**config.mk**
```make
export PLATFORM = sky130hd
export DESIGN_NAME = core_seq
export DESIGN_NICKNAME = d
export VERILOG_FILES = /design/src/rtl/core_seq.sv
export SDC_FILE = /design/constraint.sdc
export NUM_CORES = 1
export LEC_CHECK = 0
export ABC_CLOCK_PERIOD_IN_PS = 9300
export CAP_MARGIN = 40
export CELL_PAD_IN_SITES_DETAIL_PLACEMENT = 1
export CELL_PAD_IN_SITES_GLOBAL_PLACEMENT = 2
export CORE_MARGIN = 10
export CORE_UTILIZATION = 33
export CTS_CLUSTER_SIZE = 16
export DETAILED_ROUTE_END_ITERATION = 10
export PLACE_DENSITY = 0.71
export SETUP_SLACK_MARGIN = 0.2
export SLEW_MARGIN = 10
export SYNTH_ARGS = -nofsm -noshare
export SYNTH_HDL_FRONTEND = slang
export SYNTH_SLANG_ARGS = --single-unit
```
**constraint.sdc**
```tcl
create_clock -name CLK -period 9.3 [get_ports CLK]
set_input_delay 2.325 -clock CLK [delete_from_list [all_inputs] [get_ports CLK]]
set_output_delay 2.325 -clock CLK [all_outputs]
set_load 0.01 [all_outputs]
```
**src/rtl/core_seq.sv**
```systemverilog
// Instruction sequencer: IP register, jumps, CALL/RET return stack, vectored interrupts, store stall.
// One command per cycle in RUN; LDS/STS stall in WAIT until store_busy drops, then IP+1.
module core_seq #(
  parameter int                DATA_W    = 16,
  parameter int                OPC_W     = 5,
  parameter int                STK_DEPTH = 8,
  parameter int                INT_N     = 16,
  parameter logic [DATA_W-1:0] VEC_BASE  = 'h0010
) (
  input  logic                        CLK,
  input  logic                        RESET,
  input  logic [OPC_W+DATA_W-1:0]     CMD,
  output logic [DATA_W-1:0]           IP,
  input  logic                        fl_zf,
  input  logic                        fl_cf,
  input  logic                        int_req,
  input  logic [$clog2(INT_N)-1:0]    num_int,
  output logic                        int_ack,
  output logic                        int_en,
  output logic                        store_read,
  output logic                        store_write,
  input  logic                        store_busy,
  output logic                        stall,
  output logic [$clog2(STK_DEPTH):0]  stk_cnt,
  output logic                        stk_err
);

  localparam int AW = $clog2(STK_DEPTH);
  localparam int CW = AW + 1;

  localparam logic [OPC_W-1:0] OP_JMP  = OPC_W'(1);
  localparam logic [OPC_W-1:0] OP_BREQ = OPC_W'(2);
  localparam logic [OPC_W-1:0] OP_BRNE = OPC_W'(3);
  localparam logic [OPC_W-1:0] OP_BRCS = OPC_W'(4);
  localparam logic [OPC_W-1:0] OP_BRCC = OPC_W'(5);
  localparam logic [OPC_W-1:0] OP_CALL = OPC_W'(6);
  localparam logic [OPC_W-1:0] OP_RET  = OPC_W'(7);
  localparam logic [OPC_W-1:0] OP_RETI = OPC_W'(8);
  localparam logic [OPC_W-1:0] OP_EI   = OPC_W'(9);
  localparam logic [OPC_W-1:0] OP_DI   = OPC_W'(10);
  localparam logic [OPC_W-1:0] OP_LDS  = OPC_W'(11);
  localparam logic [OPC_W-1:0] OP_STS  = OPC_W'(12);

  typedef enum logic {S_RUN, S_WAIT} state_t;

  state_t              state_q, state_d;
  logic [DATA_W-1:0]   ip_q, ip_d, ip_inc, push_val, dat;
  logic [OPC_W-1:0]    opc;
  logic                en_q, en_d, ack_q, ack_d, err_q, err_d;
  logic [CW-1:0]       cnt_q, cnt_d;
  logic [DATA_W-1:0]   stk_mem [STK_DEPTH];
  logic [AW-1:0]       top_idx, wr_idx;
  logic                full, empty, push, pop, wr_en, irq_take, st_rd, st_wr;

  assign opc      = CMD[OPC_W+DATA_W-1 -: OPC_W];
  assign dat      = CMD[DATA_W-1:0];
  assign ip_inc   = ip_q + DATA_W'(1);
  assign full     = (cnt_q == CW'(STK_DEPTH));
  assign empty    = (cnt_q == '0);
  assign top_idx  = AW'(cnt_q - CW'(1));
  assign wr_idx   = AW'(cnt_q);
  // ack_q blocks back-to-back entries from the same held request level
  assign irq_take = (state_q == S_RUN) && int_req && en_q && !ack_q;

  always_comb begin
    state_d  = state_q;
    ip_d     = ip_q;
    en_d     = en_q;
    cnt_d    = cnt_q;
    err_d    = err_q;
    ack_d    = 1'b0;
    push     = 1'b0;
    pop      = 1'b0;
    push_val = ip_inc;
    st_rd    = 1'b0;
    st_wr    = 1'b0;
    wr_en    = 1'b0;
    case (state_q)
      S_RUN: begin
        if (irq_take) begin
          push     = 1'b1;
          push_val = ip_q;
          ip_d     = VEC_BASE + DATA_W'(num_int);
          en_d     = 1'b0;
          ack_d    = 1'b1;
        end else begin
          ip_d = ip_inc;
          case (opc)
            OP_JMP:  ip_d = dat;
            OP_BREQ: if (fl_zf)  ip_d = dat;
            OP_BRNE: if (!fl_zf) ip_d = dat;
            OP_BRCS: if (fl_cf)  ip_d = dat;
            OP_BRCC: if (!fl_cf) ip_d = dat;
            OP_CALL: begin push = 1'b1; ip_d = dat; end
            OP_RET:  pop = 1'b1;
            OP_RETI: begin pop = 1'b1; en_d = 1'b1; end
            OP_EI:   en_d = 1'b1;
            OP_DI:   en_d = 1'b0;
            OP_LDS:  begin st_rd = 1'b1; ip_d = ip_q; state_d = S_WAIT; end
            OP_STS:  begin st_wr = 1'b1; ip_d = ip_q; state_d = S_WAIT; end
            default: ;
          endcase
        end
      end
      S_WAIT: begin
        if (!store_busy) begin
          ip_d    = ip_inc;
          state_d = S_RUN;
        end
      end
      default: state_d = S_RUN;
    endcase
    // Overflow drops the push but keeps the jump; underflow falls through to IP+1
    if (push) begin
      if (full) err_d = 1'b1;
      else begin
        wr_en = 1'b1;
        cnt_d = cnt_q + CW'(1);
      end
    end
    if (pop) begin
      if (empty) err_d = 1'b1;
      else begin
        ip_d  = stk_mem[top_idx];
        cnt_d = cnt_q - CW'(1);
      end
    end
  end

  always_ff @(posedge CLK or negedge RESET) begin
    if (!RESET) begin
      state_q <= S_RUN;
      ip_q    <= '0;
      en_q    <= 1'b0;
      ack_q   <= 1'b0;
      cnt_q   <= '0;
      err_q   <= 1'b0;
    end else begin
      state_q <= state_d;
      ip_q    <= ip_d;
      en_q    <= en_d;
      ack_q   <= ack_d;
      cnt_q   <= cnt_d;
      err_q   <= err_d;
    end
  end

  always_ff @(posedge CLK) begin
    if (wr_en) stk_mem[wr_idx] <= push_val;
  end

  assign IP          = ip_q;
  assign int_en      = en_q;
  assign int_ack     = ack_q;
  assign stk_cnt     = cnt_q;
  assign stk_err     = err_q;
  assign stall       = (state_q == S_WAIT);
  assign store_read  = st_rd & RESET;
  assign store_write = st_wr & RESET;

endmodule

```
### After elaboration in Yosys (flattened, before gate mapping)

Memories as Yosys holds them, arrays and structs flattened.
Index checks and enable logic that the tools add are counted.

* add/subtract/negate cells: 4
* eq/ne operators: 13
* multiplexer cells: 44
* bitwise gates (word level): 3
* reduce and logical (&&, ||, !) cells: 11

Operator list (number)
* 2-to-1 mux 16 bit: 10
* case mux 16 bit (6 select lines): 1
* case mux 16 bit (2 select lines): 1
* 2-to-1 mux 1 bit: 26
* equality test 5 x 4 -> 1 bit, second input constant: 5
* equality test 5 x 3 -> 1 bit, second input constant: 4
* adder 16 x 1 -> 16 bit, second input constant: 1
* 2-to-1 mux 4 bit: 4
* equality test 5 x 2 -> 1 bit, second input constant: 2
* OR reduction 2 bit: 4
* adder 5 x 4 -> 6 bit, first input constant: 1
* equality test 5 x 1 -> 1 bit, second input constant: 1
* adder 4 x 1 -> 4 bit, second input constant: 1
* equality test 4 bit, second input constant: 1
* logical NOT 4 bit: 1
* case mux 1 bit (2 select lines): 2
* subtractor 4 x 1 -> 4 bit, second input constant: 1
* logical AND 1 bit: 3
* nonzero test 3 bit: 1
* bitwise AND 1 bit: 2
* AND reduction 2 bit: 1
* logical NOT 1 bit: 1
* inverter 1 bit: 1

* register bits after elaboration: 24
* bits in writable memories: 128
* input port bits: 31
* output and inout bits: 26
* word-level logic and storage cells: 82
* memories kept: 1

Memory list
* stk_mem: words 8, bits a word 16, read ports 1, clocked after memory_dff 0, wr ports 1, line 51 `logic [DATA_W-1:0] stk_mem [STK_DEPTH];`

### Longest topological paths before layout

Gate-level depths: netlist of the first run.

* word-level depth: 9
* depth in mapped cells: 11
* mapped depth without buffers: 7

### Worst setup path after synthesis of the first run

OpenSTA, ideal clock, no wires.

* path type: input to output
* start point: input int_req
* end point: output store_write
* data arrival time: 3218 ps
* data required time: 6975 ps
* setup slack: 3757 ps
* stages on the path: 4
* buffers on the path: 0
* cells stage by stage: and3b_1 > nor3_1 > nand2_1 > nor4_1

* word-level cells in the longest chain between the ends: 6

RTL lines
* from (decl): line 16 `input logic int_req,`
* logical AND 1 bit (3 in series): line 63 `assign irq_take = (state_q == S_RUN) && int_req && en_q && !ack_q;`
* 2-to-1 mux 1 bit: line 80 `if (irq_take) begin`
* 2-to-1 mux 1 bit: line 78 `case (state_q)`
* bitwise AND 1 bit: line 159 `assign store_write = st_wr & RESET;`
* to (decl): line 21 `output logic store_write,`

Every way passes these cells.

### Worst setup path after layout of the first run

Ends and elaborated chain as after synthesis.

==> flow_summary.html, run 1 <==
<table>
<tr><th>Metric</th><th>Value</th></tr>
<tr><th colspan="2">Clocking</th></tr>
<tr><td>Hold-fix buffers at CTS</td><td>0</td></tr>
<tr><td>TritonCTS buffer count</td><td>17</td></tr>
<tr><td>Clock transition at the registers of the reported paths</td><td>0.06 ns</td></tr>
<tr><td>Post CTS Setup Buffer Count</td><td>0</td></tr>
<tr><td>Worst-skew pair later-pin latency</td><td>0.42 ns</td></tr>
<tr><td>Maximum buffer depth of the clock tree</td><td>2</td></tr>
<tr><td>CTS tree</td><td>built</td></tr>
<tr><td>Total number of H-tree levels</td><td>4</td></tr>
<tr><td>Clk Tree Root Cell</td><td>sky130_fd_sc_hd__clkbuf_16</td></tr>
<tr><td>Num Clock Sinks</td><td>152</td></tr>
<tr><td>Number of instances resized during post-cts repair</td><td>0</td></tr>
<tr><th colspan="2">GRT</th></tr>
<tr><td>Vias in the first global route</td><td>5087</td></tr>
<tr><td>GRT overflow</td><td>0</td></tr>
<tr><td>First-pass GRT wire length</td><td>31.9 mm</td></tr>
<tr><td>Number of antenna violations at the first check in global routing</td><td>0</td></tr>
<tr><td>All-layer global routing usage</td><td>14.8%</td></tr>
<tr><td>Largest net degree at the start of global routing</td><td>43</td></tr>
<tr><th colspan="2">Route</th></tr>
<tr><td>Number of design-rule violations left by the first detailed-router iteration</td><td>243</td></tr>
<tr><td>Per-cell via count in the routed design</td><td>5.49</td></tr>
<tr><td>Number of antenna-violating nets in the routed design</td><td>0</td></tr>
<tr><td>Routed WL</td><td>20.8 mm</td></tr>
<tr><td>WL per Instance</td><td>24.2 um</td></tr>
<tr><td>Number of optimization iterations in the first detailed-route pass</td><td>4</td></tr>
<tr><td>Via total after detailed routing</td><td>4712</td></tr>
<tr><td>Number of DRC violations after detailed routing</td><td>0</td></tr>
<tr><th colspan="2">Final layout</th></tr>
<tr><td>Commonest cells after routing, fill and taps aside</td><td>sky130_fd_sc_hd__edfxtp_1 (128), sky130_fd_sc_hd__clkdlybuf4s50_1 (56), sky130_fd_sc_hd__nor2_1 (34)</td></tr>
<tr><td>Nets</td><td>601</td></tr>
<tr><td>Fraction of layout cells with a size suffix above 1</td><td>16.1%</td></tr>
<tr><td>Area Growth Syn to Fin</td><td>20.6%</td></tr>
<tr><td>Most frequent standard cell in the layout excluding fill and tap cells</td><td>sky130_fd_sc_hd__edfxtp_1</td></tr>
<tr><td>Diodes inserted</td><td>0</td></tr>
<tr><th colspan="2">Timing</th></tr>
<tr><td>Actual slew at the worst max-slew pin</td><td>0.893 ns</td></tr>
<tr><td>Total count of max-transition violations in the final report</td><td>0</td></tr>
<tr><td>Tightest slew margin relative to the limit</td><td>40.5%</td></tr>
<tr><td>Worst clock skew</td><td>0.00529 ns</td></tr>
<tr><td>Setup repair after global routing missed its margin</td><td>false</td></tr>
<tr><td>Total Neg Setup Slack</td><td>0 ns</td></tr>
<tr><td>Highest clock frequency the design can meet</td><td>151 MHz</td></tr>
<tr><td>Crit share post-route</td><td>71.0%</td></tr>
<tr><td>Fin. Hold Viols</td><td>0</td></tr>
<tr><td>Number of failing setup endpoints in the final timing report</td><td>0</td></tr>
<tr><td>Minimum period implied by the final worst setup slack</td><td>6.60 ns</td></tr>
<tr><th colspan="2">Placement</th></tr>
<tr><td>Half-perimeter wire length after placement</td><td>13.4 mm</td></tr>
<tr><td>Final weighted congestion of routability-driven global placement</td><td>0.772</td></tr>
<tr><td>Number of I/O port buffers</td><td>56</td></tr>
<tr><th colspan="2">Yosys</th></tr>
<tr><td>Instance count of the mapped netlist</td><td>514</td></tr>
<tr><td>Post-synthesis sequential element count</td><td>152</td></tr>
<tr><td>Warnings, synthesis</td><td>0</td></tr>
<tr><td>Number of library cell types mapped by synthesis</td><td>60</td></tr>
<tr><td>Sequential share of the synthesized area</td><td>61.2%</td></tr>
<tr><td>Leading register cell type out of synthesis</td><td>sky130_fd_sc_hd__edfxtp_1</td></tr>
<tr><td>Count of flip-flops with a built-in enable after synthesis</td><td>128</td></tr>
<tr><td>Average size of a mapped cell</td><td>14.1 um2</td></tr>
<tr><td>Fraction of registers with async set or reset after synthesis</td><td>15.8%</td></tr>
<tr><td>Post-synth design cell area</td><td>7260 um2</td></tr>
<tr><td>Post-Synthesis Net Count</td><td>548</td></tr>
<tr><th colspan="2">Floorplan</th></tr>
<tr><td>Overall die area</td><td>28300 um2</td></tr>
<tr><td>Starting density of the core</td><td>33.4%</td></tr>
<tr><td>Core area</td><td>21800 um2</td></tr>
<tr><td>I/O pin count</td><td>57</td></tr>
<tr><td>Overall die height</td><td>168 um</td></tr>
<tr><td>Std-Cell Rows</td><td>54</td></tr>
<tr><td>Die width</td><td>168 um</td></tr>
<tr><th colspan="2">Setup path</th></tr>
<tr><td>Largest stage delay on the critical path</td><td>0.61 ns</td></tr>
<tr><td>Most frequent cell on the critical path</td><td>sky130_fd_sc_hd__clkdlybuf4s50_1</td></tr>
<tr><td>Critical Path Source Type</td><td>input pin</td></tr>
<tr><td>Cell type group with the largest total delay on the critical path</td><td>buffers and inverters</td></tr>
<tr><td>Crit path buf inv count</td><td>2</td></tr>
<tr><td>Ordered list of cells on the worst path</td><td>clkdlybuf4s50_1 &gt; and3b_1 &gt; nor3_1 &gt; nand2_1 &gt; nor4_1 &gt; clkdlybuf4s50_1</td></tr>
<tr><td>CP max FO</td><td>5</td></tr>
<tr><td>Worst setup EP type</td><td>primary output</td></tr>
<tr><td>Critical Path AT</td><td>4.28 ns</td></tr>
<tr><td>Class of the most critical setup path</td><td>input pin to primary output</td></tr>
<tr><td>Required time at the worst-slack endpoint</td><td>6.98 ns</td></tr>
<tr><td>Critical Path Slowest Stage Cell</td><td>sky130_fd_sc_hd__clkdlybuf4s50_1</td></tr>
<tr><th colspan="2">Outcome</th></tr>
<tr><td>Outcome</td><td>finished, final reports clean</td></tr>
<tr><th colspan="2">Pwr</th></tr>
<tr><td>Worst IR drop on VDD</td><td>0.122 mV</td></tr>
<tr><td>Total power after layout</td><td>2.59 mW</td></tr>
<tr><td>P_leak</td><td>3.05 nW</td></tr>
<tr><td>Pwr dens</td><td>296 nW/um2</td></tr>
<tr><th colspan="2">Hold path</th></tr>
<tr><td>Worst min path class</td><td>flip-flop to flip-flop</td></tr>
<tr><th colspan="2">Run</th></tr>
<tr><td>Number of max-cap violations</td><td>0</td></tr>
</table>
-- layout make-up --
type                    instances  area (um2)
multi-input cells             320        2690
inverters                       4        15.0
clock buffers                  19         433
clock inverters                12         151
well taps                     280         350
flip-flops and latches        152        4450
fillers                      2257       13000
repair buffers                 72         681
-- flip-flops by register name, indices dropped and copies added, names as in the netlist --
signal / flops
stk_mem: 128
IP: 16
stk_cnt: 4
int_ack: 1
int_en: 1
stall: 1
stk_err: 1
-- metrics by stage --
step | utilization, % | hold slack [ns] | setup WS [ns] | instances | instance area [um2]
after floorplan | - | 0.513 | 3.76 | 514 | 7260
after global placement | 37.6 | 0.464 | 2.77 | 827 | 8170
after detailed placement | 37.6 | 0.471 | 2.71 | 828 | 8180
after CTS | 40.3 | 0.489 | 2.70 | 859 | 8760
after global routing | 40.3 | 0.519 | 2.58 | 859 | 8760
final | 40.3 | 0.479 | 2.70 | 859 | 8760
-- where the power goes --
group | internal [mW] | switching, mW
registers | 0.897 | 0.107
logic | 0.409 | 0.497
clock network | 0.420 | 0.265
total | 1.73 | 0.869
-- worst paths after layout --
check	start	end	slack [ns]	depth (start not counted)
worst max-delay path	int_req	store_write	2.70	6
worst min-delay path	stk_err$_DFF_PN0_	stk_err$_DFF_PN0_	0.48	1
worst max register to register	stk_cnt[0]$_DFF_PN0_	IP[5]$_DFF_PN0_	5.99	8
worst min register to register	stk_err$_DFF_PN0_	stk_err$_DFF_PN0_	0.48	1
max in group asynchronous	RESET	stk_cnt[0]$_DFF_PN0_	6.70	2
min in group asynchronous	RESET	stk_cnt[2]$_DFF_PN0_	2.30	2
-- worst reg2reg max path, delay by kind of cell, from the launching register on --
| kind | cells | cell delay, ns |
|---|---|---|
| AO/OA/AOI/OAI | 2 | 0.42 |
| adder cells (fa/ha/maj) | 1 | 0.34 |
| buffers and inverters | 3 | 1.36 |
| flip-flops | 1 | 0.34 |
| multiplexers | 2 | 0.69 |
-- kinds of logic (layout without fill, tap and decap cells) --
| logic type | after synthesis | count (layout) | share of synthesized area, % |
|---|---|---|---|
| adders and majority gates | 3 | 3 | 0.517 |
| xor gates and xnor gates | 37 | 37 | 4.46 |
| DFF | 152 | 152 | 61.2 |
| and+or+nand+nor | 137 | 137 | 9.90 |
| muxes | 50 | 50 | 12.5 |
| buffers and inverters | 42 | 107 | 2.36 |
| AOI/OAI and AO/OA | 93 | 93 | 9.09 |
-- metal layers --
metal  wire [um]  vias up  GRT usage [%]
li1            -     2118              -
met1        9500     2476           18.9
met2       10100       98           24.0
met3         671       20           3.35
met4         524        0           5.49
met5           0        -              0
-- Yosys cell counts, types with 3 or more instances --
cell type	count	area, um2
sky130_fd_sc_hd__nor2b_1	9	56.3
sky130_fd_sc_hd__inv_1	4	15.0
sky130_fd_sc_hd__clkbuf_1	29	109
sky130_fd_sc_hd__a221oi_1	9	78.8
sky130_fd_sc_hd__nand4_1	6	37.5
sky130_fd_sc_hd__xnor2_1	9	78.8
sky130_fd_sc_hd__dfrtp_1	24	601
sky130_fd_sc_hd__nand2_1	26	97.6
sky130_fd_sc_hd__nor2_1	34	128
sky130_fd_sc_hd__or4_1	3	22.5
sky130_fd_sc_hd__a22oi_1	5	37.5
sky130_fd_sc_hd__nor3b_1	6	45.0
sky130_fd_sc_hd__a211oi_1	7	52.6
sky130_fd_sc_hd__a21oi_1	15	75.1
sky130_fd_sc_hd__nand2b_1	4	25.0
sky130_fd_sc_hd__buf_1	3	11.3
sky130_fd_sc_hd__nor3_1	13	65.1
sky130_fd_sc_hd__a22o_1	3	26.3
sky130_fd_sc_hd__o21ai_0	19	95.1
sky130_fd_sc_hd__mux4_2	32	721
sky130_fd_sc_hd__nand3_1	12	60.1
sky130_fd_sc_hd__xor2_1	28	245
sky130_fd_sc_hd__and4_1	4	35.0
sky130_fd_sc_hd__mux2i_1	13	130
sky130_fd_sc_hd__o41ai_1	3	26.3
sky130_fd_sc_hd__o21a_1	3	22.5
sky130_fd_sc_hd__edfxtp_1	128	3840
sky130_fd_sc_hd__a21o_1	5	37.5
sky130_fd_sc_hd__buf_2	4	20.0
sky130_fd_sc_hd__a31oi_1	5	31.3
sky130_fd_sc_hd__mux2_2	5	56.3
sky130_fd_sc_hd__ha_1	3	37.5
sky130_fd_sc_hd__and3_1	6	37.5
No activity file was read; power rests on OpenSTA's default activity.
==> run 2: changes to the inputs <==
--- a/config.mk
+++ b/config.mk
@@ -5,7 +5,7 @@
 export SDC_FILE = /design/constraint.sdc
 export NUM_CORES = 1
 export LEC_CHECK = 0
-export ABC_CLOCK_PERIOD_IN_PS = 9300
+export ABC_CLOCK_PERIOD_IN_PS = 5700
 export CAP_MARGIN = 40
 export CELL_PAD_IN_SITES_DETAIL_PLACEMENT = 1
 export CELL_PAD_IN_SITES_GLOBAL_PLACEMENT = 2
@@ -13,7 +13,7 @@
 export CORE_UTILIZATION = 33
 export CTS_CLUSTER_SIZE = 16
 export DETAILED_ROUTE_END_ITERATION = 10
-export PLACE_DENSITY = 0.71
+export PLACE_DENSITY = 0.74
 export SETUP_SLACK_MARGIN = 0.2
 export SLEW_MARGIN = 10
 export SYNTH_ARGS = -nofsm -noshare
==> constraint.sdc (replaced) <==
create_clock -name CLK -period 5.7 [get_ports CLK]
set_input_delay 1.425 -clock CLK [delete_from_list [all_inputs] [get_ports CLK]]
set_output_delay 1.425 -clock CLK [all_outputs]
set_load 0.01 [all_outputs]
==> flow_summary.html, run 2 (synthesis results as in run 1) <==
<table>
<tr><th>Metric</th><th>Value</th></tr>
<tr><th colspan="2">Outcome</th></tr>
<tr><td>Outcome</td><td>finished, final reports clean (unchanged)</td></tr>
<tr><th colspan="2">Floorplan</th></tr>
<tr><td>Std-Cell Rows</td><td>54 (unchanged)</td></tr>
<tr><td>Overall die area</td><td>28300 um2 (unchanged)</td></tr>
<tr><td>Core area</td><td>21800 um2 (unchanged)</td></tr>
<tr><td>Die width</td><td>168 um (unchanged)</td></tr>
<tr><td>Starting density of the core</td><td>33.4% (unchanged)</td></tr>
<tr><td>I/O pin count</td><td>57 (unchanged)</td></tr>
<tr><td>Overall die height</td><td>168 um (unchanged)</td></tr>
<tr><th colspan="2">Pwr</th></tr>
<tr><td>Worst IR drop on VDD</td><td>0.204 mV (was 0.122 mV)</td></tr>
<tr><td>Total power after layout</td><td>4.30 mW (was 2.59 mW)</td></tr>
<tr><td>P_leak</td><td>3.09 nW (was 3.05 nW)</td></tr>
<tr><td>Pwr dens</td><td>488 nW/um2 (was 296 nW/um2)</td></tr>
<tr><th colspan="2">GRT</th></tr>
<tr><td>All-layer global routing usage</td><td>14.6% (was 14.8%)</td></tr>
<tr><td>GRT overflow</td><td>0 (unchanged)</td></tr>
<tr><td>Met2 demand-to-capacity share in global routing</td><td>23.0% (was 24.0%)</td></tr>
<tr><td>Number of antenna violations at the first check in global routing</td><td>0 (unchanged)</td></tr>
<tr><td>Met3 Usage GRT</td><td>3.26% (was 3.35%)</td></tr>
<tr><td>First-pass GRT wire length</td><td>31.5 mm (was 31.9 mm)</td></tr>
<tr><td>GRT busiest layer</td><td>met2 (unchanged)</td></tr>
<tr><td>Largest net degree at the start of global routing</td><td>42 (was 43)</td></tr>
<tr><td>Vias in the first global route</td><td>5011 (was 5087)</td></tr>
<tr><td>Global Route met1 Usage</td><td>19.2% (was 18.9%)</td></tr>
<tr><th colspan="2">Timing</th></tr>
<tr><td>Setup repair after global routing missed its margin</td><td>false (unchanged)</td></tr>
<tr><td>Total count of max-transition violations in the final report</td><td>0 (unchanged)</td></tr>
<tr><td>Highest clock frequency the design can meet</td><td>210 MHz</td></tr>
<tr><td>Crit share post-route</td><td>83.4%</td></tr>
<tr><td>Actual slew at the worst max-slew pin</td><td>0.918 ns (was 0.893 ns)</td></tr>
<tr><td>Fin. Hold Viols</td><td>0 (unchanged)</td></tr>
<tr><td>Tightest slew margin relative to the limit</td><td>38.8% (was 40.5%)</td></tr>
<tr><td>Worst clock skew</td><td>0.00769 ns (was 0.00529 ns)</td></tr>
<tr><td>Total Neg Setup Slack</td><td>0 ns (unchanged)</td></tr>
<tr><td>Number of failing setup endpoints in the final timing report</td><td>0 (unchanged)</td></tr>
<tr><td>Minimum period implied by the final worst setup slack</td><td>4.76 ns</td></tr>
<tr><th colspan="2">Placement</th></tr>
<tr><td>Number of I/O port buffers</td><td>56 (unchanged)</td></tr>
<tr><td>Final weighted congestion of routability-driven global placement</td><td>0.794 (was 0.772)</td></tr>
<tr><td>Half-perimeter wire length after placement</td><td>13.3 mm (was 13.4 mm)</td></tr>
<tr><th colspan="2">Clocking</th></tr>
<tr><td>Worst-skew pair later-pin latency</td><td>0.42 ns (about the same)</td></tr>
<tr><td>Hold-fix buffers at CTS</td><td>0 (unchanged)</td></tr>
<tr><td>Total number of H-tree levels</td><td>4 (unchanged)</td></tr>
<tr><td>Post CTS Setup Buffer Count</td><td>0 (unchanged)</td></tr>
<tr><td>Num Clock Sinks</td><td>152 (unchanged)</td></tr>
<tr><td>Maximum buffer depth of the clock tree</td><td>2 (unchanged)</td></tr>
<tr><td>Clock transition at the registers of the reported paths</td><td>0.06 ns (about the same)</td></tr>
<tr><td>CTS tree</td><td>built (unchanged)</td></tr>
<tr><td>Number of instances resized during post-cts repair</td><td>0 (unchanged)</td></tr>
<tr><td>TritonCTS buffer count</td><td>17 (unchanged)</td></tr>
<tr><td>Clk Tree Root Cell</td><td>sky130_fd_sc_hd__clkbuf_16 (unchanged)</td></tr>
<tr><th colspan="2">Hold path</th></tr>
<tr><td>Worst min path class</td><td>flip-flop to flip-flop (unchanged)</td></tr>
<tr><th colspan="2">Route</th></tr>
<tr><td>Number of optimization iterations in the first detailed-route pass</td><td>5 (was 4)</td></tr>
<tr><td>WL per Instance</td><td>23.9 um (was 24.2 um)</td></tr>
<tr><td>Number of DRC violations after detailed routing</td><td>0 (unchanged)</td></tr>
<tr><td>Routed WL</td><td>20.6 mm (was 20.8 mm)</td></tr>
<tr><td>Via total after detailed routing</td><td>4681 (was 4712)</td></tr>
<tr><td>Number of design-rule violations left by the first detailed-router iteration</td><td>323 (was 243)</td></tr>
<tr><td>Per-cell via count in the routed design</td><td>5.42 (was 5.49)</td></tr>
<tr><td>Number of antenna-violating nets in the routed design</td><td>0 (unchanged)</td></tr>
<tr><th colspan="2">Final layout</th></tr>
<tr><td>Nets</td><td>604 (was 601)</td></tr>
<tr><td>Most frequent standard cell in the layout excluding fill and tap cells</td><td>sky130_fd_sc_hd__edfxtp_1 (unchanged)</td></tr>
<tr><td>Diodes inserted</td><td>0 (unchanged)</td></tr>
<tr><td>Area Growth Syn to Fin</td><td>21.3% (was 20.6%)</td></tr>
<tr><td>Max FFs per register</td><td>128 (unchanged)</td></tr>
<tr><td>Fraction of layout cells with a size suffix above 1</td><td>17.5% (was 16.1%)</td></tr>
<tr><td>Commonest cells after routing, fill and taps aside</td><td>sky130_fd_sc_hd__edfxtp_1 (128), sky130_fd_sc_hd__clkdlybuf4s50_1 (56), sky130_fd_sc_hd__nor2_1 (34) (unchanged)</td></tr>
<tr><td>Largest register by flop count</td><td>stk_mem (unchanged)</td></tr>
<tr><td>Utilization after layout</td><td>40.5% (was 40.3%)</td></tr>
<tr><th colspan="2">Setup path</th></tr>
<tr><td>Most frequent cell on the critical path</td><td>sky130_fd_sc_hd__clkdlybuf4s50_1 (unchanged)</td></tr>
<tr><td>Class of the most critical setup path</td><td>input pin to primary output (unchanged)</td></tr>
<tr><td>Ordered list of cells on the worst path</td><td>clkdlybuf4s50_1 &gt; and3b_1 &gt; nor3_1 &gt; nand2_1 &gt; nor4_1 &gt; clkdlybuf4s50_1 (unchanged)</td></tr>
<tr><td>Critical Path Slowest Stage Cell</td><td>sky130_fd_sc_hd__clkdlybuf4s50_1 (unchanged)</td></tr>
<tr><td>Largest stage delay on the critical path</td><td>0.60 ns (was 0.61 ns)</td></tr>
<tr><td>Critical Path AT</td><td>3.33 ns (was 4.28 ns)</td></tr>
<tr><td>Worst setup EP type</td><td>primary output (unchanged)</td></tr>
<tr><td>CP max FO</td><td>5 (unchanged)</td></tr>
<tr><td>Required time at the worst-slack endpoint</td><td>4.28 ns (was 6.98 ns)</td></tr>
<tr><td>Critical Path Source Type</td><td>input pin (unchanged)</td></tr>
<tr><th colspan="2">Run</th></tr>
<tr><td>Number of max-cap violations</td><td>0 (unchanged)</td></tr>
</table>
-- run 2: report_power, final --
group / internal, mW / switching (mW)
Clock: 0.655 / 0.476
Sequential: 1.46 / 0.186
Combinational: 0.715 / 0.809
-- run 2: area by class of cell --
type / instances / area (um2)
Clock buffer: 17 / 425
Tap cell: 280 / 350
Clock inverter: 15 / 163
Sequential cell: 152 / 4450
Inverter: 4 / 15.0
Multi-Input combinational cell: 320 / 2690
Timing Repair Buffer: 75 / 727
Fill cell: 2221 / 12900
-- run 2: critical path: cells and delay by family --
kind | cells | cell delay (ns)
buffers and inverters | 2 | 1.02
and+or+nand+nor | 4 | 0.89
-- run 2: per-stage QoR --
stage | worst slack (ns) | hold slack (ns) | cells | instance area, um2
floorplan | 1.63 | 0.513 | 514 | 7260
CTS | 0.970 | 0.489 | 863 | 8810
finish | 0.945 | 0.487 | 863 | 8810
detailed placement | 0.983 | 0.470 | 831 | 8220
global route | 0.849 | 0.519 | 863 | 8810
global placement | 1.02 | 0.463 | 829 | 8190
-- run 2: per-layer routing --
| metal | vias up | routed length, um |
|---|---|---|
| met1 | 2421 | 9370 |
| li1 | 2122 | - |
| met5 | - | 0 |
| met2 | 111 | 9810 |
| met3 | 27 | 897 |
| met4 | 0 | 563 |
-- run 2: worst paths after layout --
| path | from | end | slack (ns) | cells after the start |
|---|---|---|---|---|
| worst max-delay path | int_req | store_write | 0.94 | 6 |
| max in group asynchronous | RESET | IP[11]$_DFF_PN0_ | 3.91 | 2 |
| worst max register to register | stk_cnt[1]$_DFF_PN0_ | IP[2]$_DFF_PN0_ | 2.73 | 9 |
| worst min register to register | stk_err$_DFF_PN0_ | stk_err$_DFF_PN0_ | 0.49 | 1 |
| worst min-delay path | stk_err$_DFF_PN0_ | stk_err$_DFF_PN0_ | 0.49 | 1 |
| min in group asynchronous | RESET | stk_cnt[2]$_DFF_PN0_ | 1.50 | 2 |
==> run 3: changes to the inputs <==
--- a/config.mk
+++ b/config.mk
@@ -5,7 +5,7 @@
 export SDC_FILE = /design/constraint.sdc
 export NUM_CORES = 1
 export LEC_CHECK = 0
-export ABC_CLOCK_PERIOD_IN_PS = 5700
+export ABC_CLOCK_PERIOD_IN_PS = 3950
 export CAP_MARGIN = 40
 export CELL_PAD_IN_SITES_DETAIL_PLACEMENT = 1
 export CELL_PAD_IN_SITES_GLOBAL_PLACEMENT = 2
==> constraint.sdc (replaced) <==
create_clock -name CLK -period 3.95 [get_ports CLK]
set_input_delay 0.9875 -clock CLK [delete_from_list [all_inputs] [get_ports CLK]]
set_output_delay 0.9875 -clock CLK [all_outputs]
set_load 0.01 [all_outputs]
==> flow_summary.html, run 3 (synthesis results as in run 1) <==
<table>
<tr><th>Metric</th><th>Value</th></tr>
<tr><th colspan="2">Outcome</th></tr>
<tr><td>Outcome</td><td>finished, final reports clean (unchanged)</td></tr>
<tr><th colspan="2">Placement</th></tr>
<tr><td>Number of I/O port buffers</td><td>56 (unchanged)</td></tr>
<tr><td>Final weighted congestion of routability-driven global placement</td><td>0.799 (was 0.794)</td></tr>
<tr><td>Half-perimeter wire length after placement</td><td>13.6 mm (was 13.3 mm)</td></tr>
<tr><th colspan="2">Pwr</th></tr>
<tr><td>Sequential share of power</td><td>38.4% (was 38.3%)</td></tr>
<tr><td>Combinational share of power</td><td>35.2% (was 35.4%)</td></tr>
<tr><td>P_leak</td><td>3.17 nW (was 3.09 nW)</td></tr>
<tr><td>Clk network pwr share</td><td>26.4% (was 26.3%)</td></tr>
<tr><td>Internal portion of total power</td><td>4.11 mW (was 2.83 mW)</td></tr>
<tr><td>Worst IR drop on VDD</td><td>0.256 mV (was 0.204 mV)</td></tr>
<tr><td>Pwr dens</td><td>688 nW/um2 (was 488 nW/um2)</td></tr>
<tr><td>Net switching fraction of the power</td><td>33.6% (was 34.2%)</td></tr>
<tr><td>Reported net switching power</td><td>2.08 mW (was 1.47 mW)</td></tr>
<tr><th colspan="2">Timing</th></tr>
<tr><td>Actual slew at the worst max-slew pin</td><td>0.777 ns (was 0.918 ns)</td></tr>
<tr><td>Number of failing setup endpoints in the final timing report</td><td>0 (unchanged)</td></tr>
<tr><td>Highest clock frequency the design can meet</td><td>278 MHz</td></tr>
<tr><td>Tightest slew margin relative to the limit</td><td>48.2% (was 38.8%)</td></tr>
<tr><td>Total Neg Setup Slack</td><td>0 ns (unchanged)</td></tr>
<tr><td>Total count of max-transition violations in the final report</td><td>0 (unchanged)</td></tr>
<tr><td>Crit share post-route</td><td>91.1%</td></tr>
<tr><td>Minimum period implied by the final worst setup slack</td><td>3.60 ns</td></tr>
<tr><td>Setup repair after global routing missed its margin</td><td>false (unchanged)</td></tr>
<tr><td>Worst clock skew</td><td>0.00822 ns (was 0.00769 ns)</td></tr>
<tr><td>Fin. Hold Viols</td><td>0 (unchanged)</td></tr>
<tr><td>Worst hold slack after final layout</td><td>0.486 ns (was 0.487 ns)</td></tr>
<tr><th colspan="2">Run</th></tr>
<tr><td>Number of max-cap violations</td><td>0 (unchanged)</td></tr>
<tr><th colspan="2">Floorplan</th></tr>
<tr><td>Core area</td><td>21800 um2 (unchanged)</td></tr>
<tr><td>Starting density of the core</td><td>33.4% (unchanged)</td></tr>
<tr><td>Std-Cell Rows</td><td>54 (unchanged)</td></tr>
<tr><td>Overall die height</td><td>168 um (unchanged)</td></tr>
<tr><td>Overall die area</td><td>28300 um2 (unchanged)</td></tr>
<tr><td>Die width</td><td>168 um (unchanged)</td></tr>
<tr><td>I/O pin count</td><td>57 (unchanged)</td></tr>
<tr><th colspan="2">Route</th></tr>
<tr><td>Number of design-rule violations left by the first detailed-router iteration</td><td>304 (was 323)</td></tr>
<tr><td>Via total after detailed routing</td><td>4768 (was 4681)</td></tr>
<tr><td>Number of optimization iterations in the first detailed-route pass</td><td>5 (unchanged)</td></tr>
<tr><td>Number of DRC violations after detailed routing</td><td>0 (unchanged)</td></tr>
<tr><td>Per-cell via count in the routed design</td><td>5.46 (was 5.42)</td></tr>
<tr><td>WL per Instance</td><td>23.9 um (about the same)</td></tr>
<tr><td>Routed WL</td><td>20.8 mm (was 20.6 mm)</td></tr>
<tr><td>Number of antenna-violating nets in the routed design</td><td>0 (unchanged)</td></tr>
<tr><th colspan="2">Setup path</th></tr>
<tr><td>Critical Path AT</td><td>2.61 ns (was 3.33 ns)</td></tr>
<tr><td>Critical Path Source Type</td><td>input pin (unchanged)</td></tr>
<tr><td>Most frequent cell on the critical path</td><td>sky130_fd_sc_hd__clkdlybuf4s50_1 (unchanged)</td></tr>
<tr><td>Setup slack of the most critical reg-to-reg path</td><td>1.17 ns (was 2.73 ns)</td></tr>
<tr><td>Worst setup EP type</td><td>primary output (unchanged)</td></tr>
<tr><td>Crit path buf inv count</td><td>2 (unchanged)</td></tr>
<tr><td>Start point of the critical path</td><td>int_req (unchanged)</td></tr>
<tr><td>Start of the worst register-to-register path</td><td>stk_cnt[1]$_DFF_PN0_ (unchanged)</td></tr>
<tr><td>CP max FO</td><td>2 (was 5)</td></tr>
<tr><td>Ordered list of cells on the worst path</td><td>clkdlybuf4s50_1 &gt; and3b_1 &gt; nor3_2 &gt; nand2_1 &gt; nor3_1 &gt; clkdlybuf4s50_1 (was clkdlybuf4s50_1 &gt; and3b_1 &gt; nor3_1 &gt; nand2_1 &gt; nor4_1 &gt; clkdlybuf4s50_1)</td></tr>
<tr><td>Class of the most critical setup path</td><td>input pin to primary output (unchanged)</td></tr>
<tr><td>Critical Path Slowest Stage Cell</td><td>sky130_fd_sc_hd__clkdlybuf4s50_1 (unchanged)</td></tr>
<tr><td>Largest stage delay on the critical path</td><td>0.56 ns (was 0.60 ns)</td></tr>
<tr><td>Required time at the worst-slack endpoint</td><td>2.96 ns (was 4.28 ns)</td></tr>
<tr><td>Cell type group with the largest total delay on the critical path</td><td>buffers and inverters (unchanged)</td></tr>
<tr><th colspan="2">Clocking</th></tr>
<tr><td>Post CTS Setup Buffer Count</td><td>0 (unchanged)</td></tr>
<tr><td>CTS tree</td><td>built (unchanged)</td></tr>
<tr><td>Maximum buffer depth of the clock tree</td><td>2 (unchanged)</td></tr>
<tr><td>Hold-fix buffers at CTS</td><td>0 (unchanged)</td></tr>
<tr><td>Total number of H-tree levels</td><td>4 (unchanged)</td></tr>
<tr><td>Clk Tree Root Cell</td><td>sky130_fd_sc_hd__clkbuf_16 (unchanged)</td></tr>
<tr><td>TritonCTS buffer count</td><td>17 (unchanged)</td></tr>
<tr><td>Worst-skew pair later-pin latency</td><td>0.43 ns (was 0.42 ns)</td></tr>
<tr><td>Num Clock Sinks</td><td>152 (unchanged)</td></tr>
<tr><td>Clock transition at the registers of the reported paths</td><td>0.06 ns (about the same)</td></tr>
<tr><th colspan="2">GRT</th></tr>
<tr><td>GRT overflow</td><td>0 (unchanged)</td></tr>
<tr><td>Largest net degree at the start of global routing</td><td>42 (unchanged)</td></tr>
<tr><td>First-pass GRT wire length</td><td>32.0 mm (was 31.5 mm)</td></tr>
<tr><td>Vias in the first global route</td><td>5093 (was 5011)</td></tr>
<tr><td>Number of antenna violations at the first check in global routing</td><td>0 (unchanged)</td></tr>
<tr><td>All-layer global routing usage</td><td>14.8% (was 14.6%)</td></tr>
<tr><th colspan="2">Final layout</th></tr>
<tr><td>Nets</td><td>614 (was 604)</td></tr>
<tr><td>Area of the multi-input gates</td><td>2690 um2 (about the same)</td></tr>
<tr><td>Diodes inserted</td><td>0 (unchanged)</td></tr>
<tr><td>Storage element area</td><td>4450 um2 (unchanged)</td></tr>
<tr><td>Commonest cells after routing, fill and taps aside</td><td>sky130_fd_sc_hd__edfxtp_1 (128), sky130_fd_sc_hd__clkdlybuf4s50_1 (54), sky130_fd_sc_hd__nor2_1 (34) (was sky130_fd_sc_hd__edfxtp_1 (128), sky130_fd_sc_hd__clkdlybuf4s50_1 (56), sky130_fd_sc_hd__nor2_1 (34))</td></tr>
<tr><td>Most frequent standard cell in the layout excluding fill and tap cells</td><td>sky130_fd_sc_hd__edfxtp_1 (unchanged)</td></tr>
<tr><td>Area Growth Syn to Fin</td><td>23.7% (was 21.3%)</td></tr>
<tr><td>Filler cells</td><td>2231 (was 2221)</td></tr>
<tr><td>Fraction of layout cells with a size suffix above 1</td><td>18.4% (was 17.5%)</td></tr>
<tr><td>Max FFs per register</td><td>128 (unchanged)</td></tr>
<tr><td>Largest register by flop count</td><td>stk_mem (unchanged)</td></tr>
<tr><th colspan="2">Hold path</th></tr>
<tr><td>Origin of the worst min-delay path</td><td>stk_err$_DFF_PN0_ (unchanged)</td></tr>
<tr><td>Worst min path class</td><td>flip-flop to flip-flop (unchanged)</td></tr>
</table>
==> run 3: cell types whose count changed in the layout (fill, tap and decap cells not counted), moves of 3 or more <==
cell,delta
sky130_fd_sc_hd__inv_6,-5
sky130_fd_sc_hd__buf_4,+3
sky130_fd_sc_hd__clkbuf_1,+4
sky130_fd_sc_hd__buf_12,+9
==> run 3: cell type report <==
cell class	count	area share (%)
sequential	152	49.5
clock buffer	21	4.90
clock inverter	11	1.66
multi-input combinational	320	29.9
inverter	4	0.167
tap	280	3.90
timing repair buffer	85	9.97
==> run 3: power by group through the flow <==
stage          clock (mW)  sequential [mW]  combinational, mW
2_1_floorplan           0             2.29               1.46
3_3_place_gp            0             2.40               2.16
3_5_place_dp            0             2.41               2.21
4_1_cts              1.67             2.38               2.22
5_1_grt              1.73             2.41               2.38
6_report             1.63             2.38               2.18
==> run 3: worst paths after layout <==
path                                   endpoint  cells after the start
setup / recovery                     store_read                      6
hold / removal                stk_err$_DFF_PN0_                      1
setup reg to reg                IP[3]$_DFF_PN0_                      8
hold reg to reg               stk_err$_DFF_PN0_                      1
max in group asynchronous  stk_cnt[0]$_DFF_PN0_                      2
min in group asynchronous  stk_cnt[3]$_DFF_PN0_                      2
==> run 3: timing repair <==
item	CTS	global route
endpoints found under the setup margin	1	2
hold endpoints to repair	0	0
resized for setup	1	2
==> run 3: layer usage <==
metal,global-route usage (%),routed length (um),vias up
met4,6.09,520,0
met2,23.9,10100,114
li1,-,-,2137
met1,19.1,9450,2489
met3,2.96,792,28
met5,0,0,-
==> run 3: per-stage QoR <==
step	cells	cell area [um2]	power, mW	setup WS, ns	util, %
2_1_floorplan	514	7260	3.75	0.316	-
3_3_place_gp	841	8390	4.56	0.246	38.6
3_5_place_dp	841	8390	4.62	0.161	38.6
4_1_cts	873	8980	6.27	0.241	41.3
5_1_grt	873	8990	6.51	0.286	41.3
6_report	873	8990	6.19	0.351	41.3
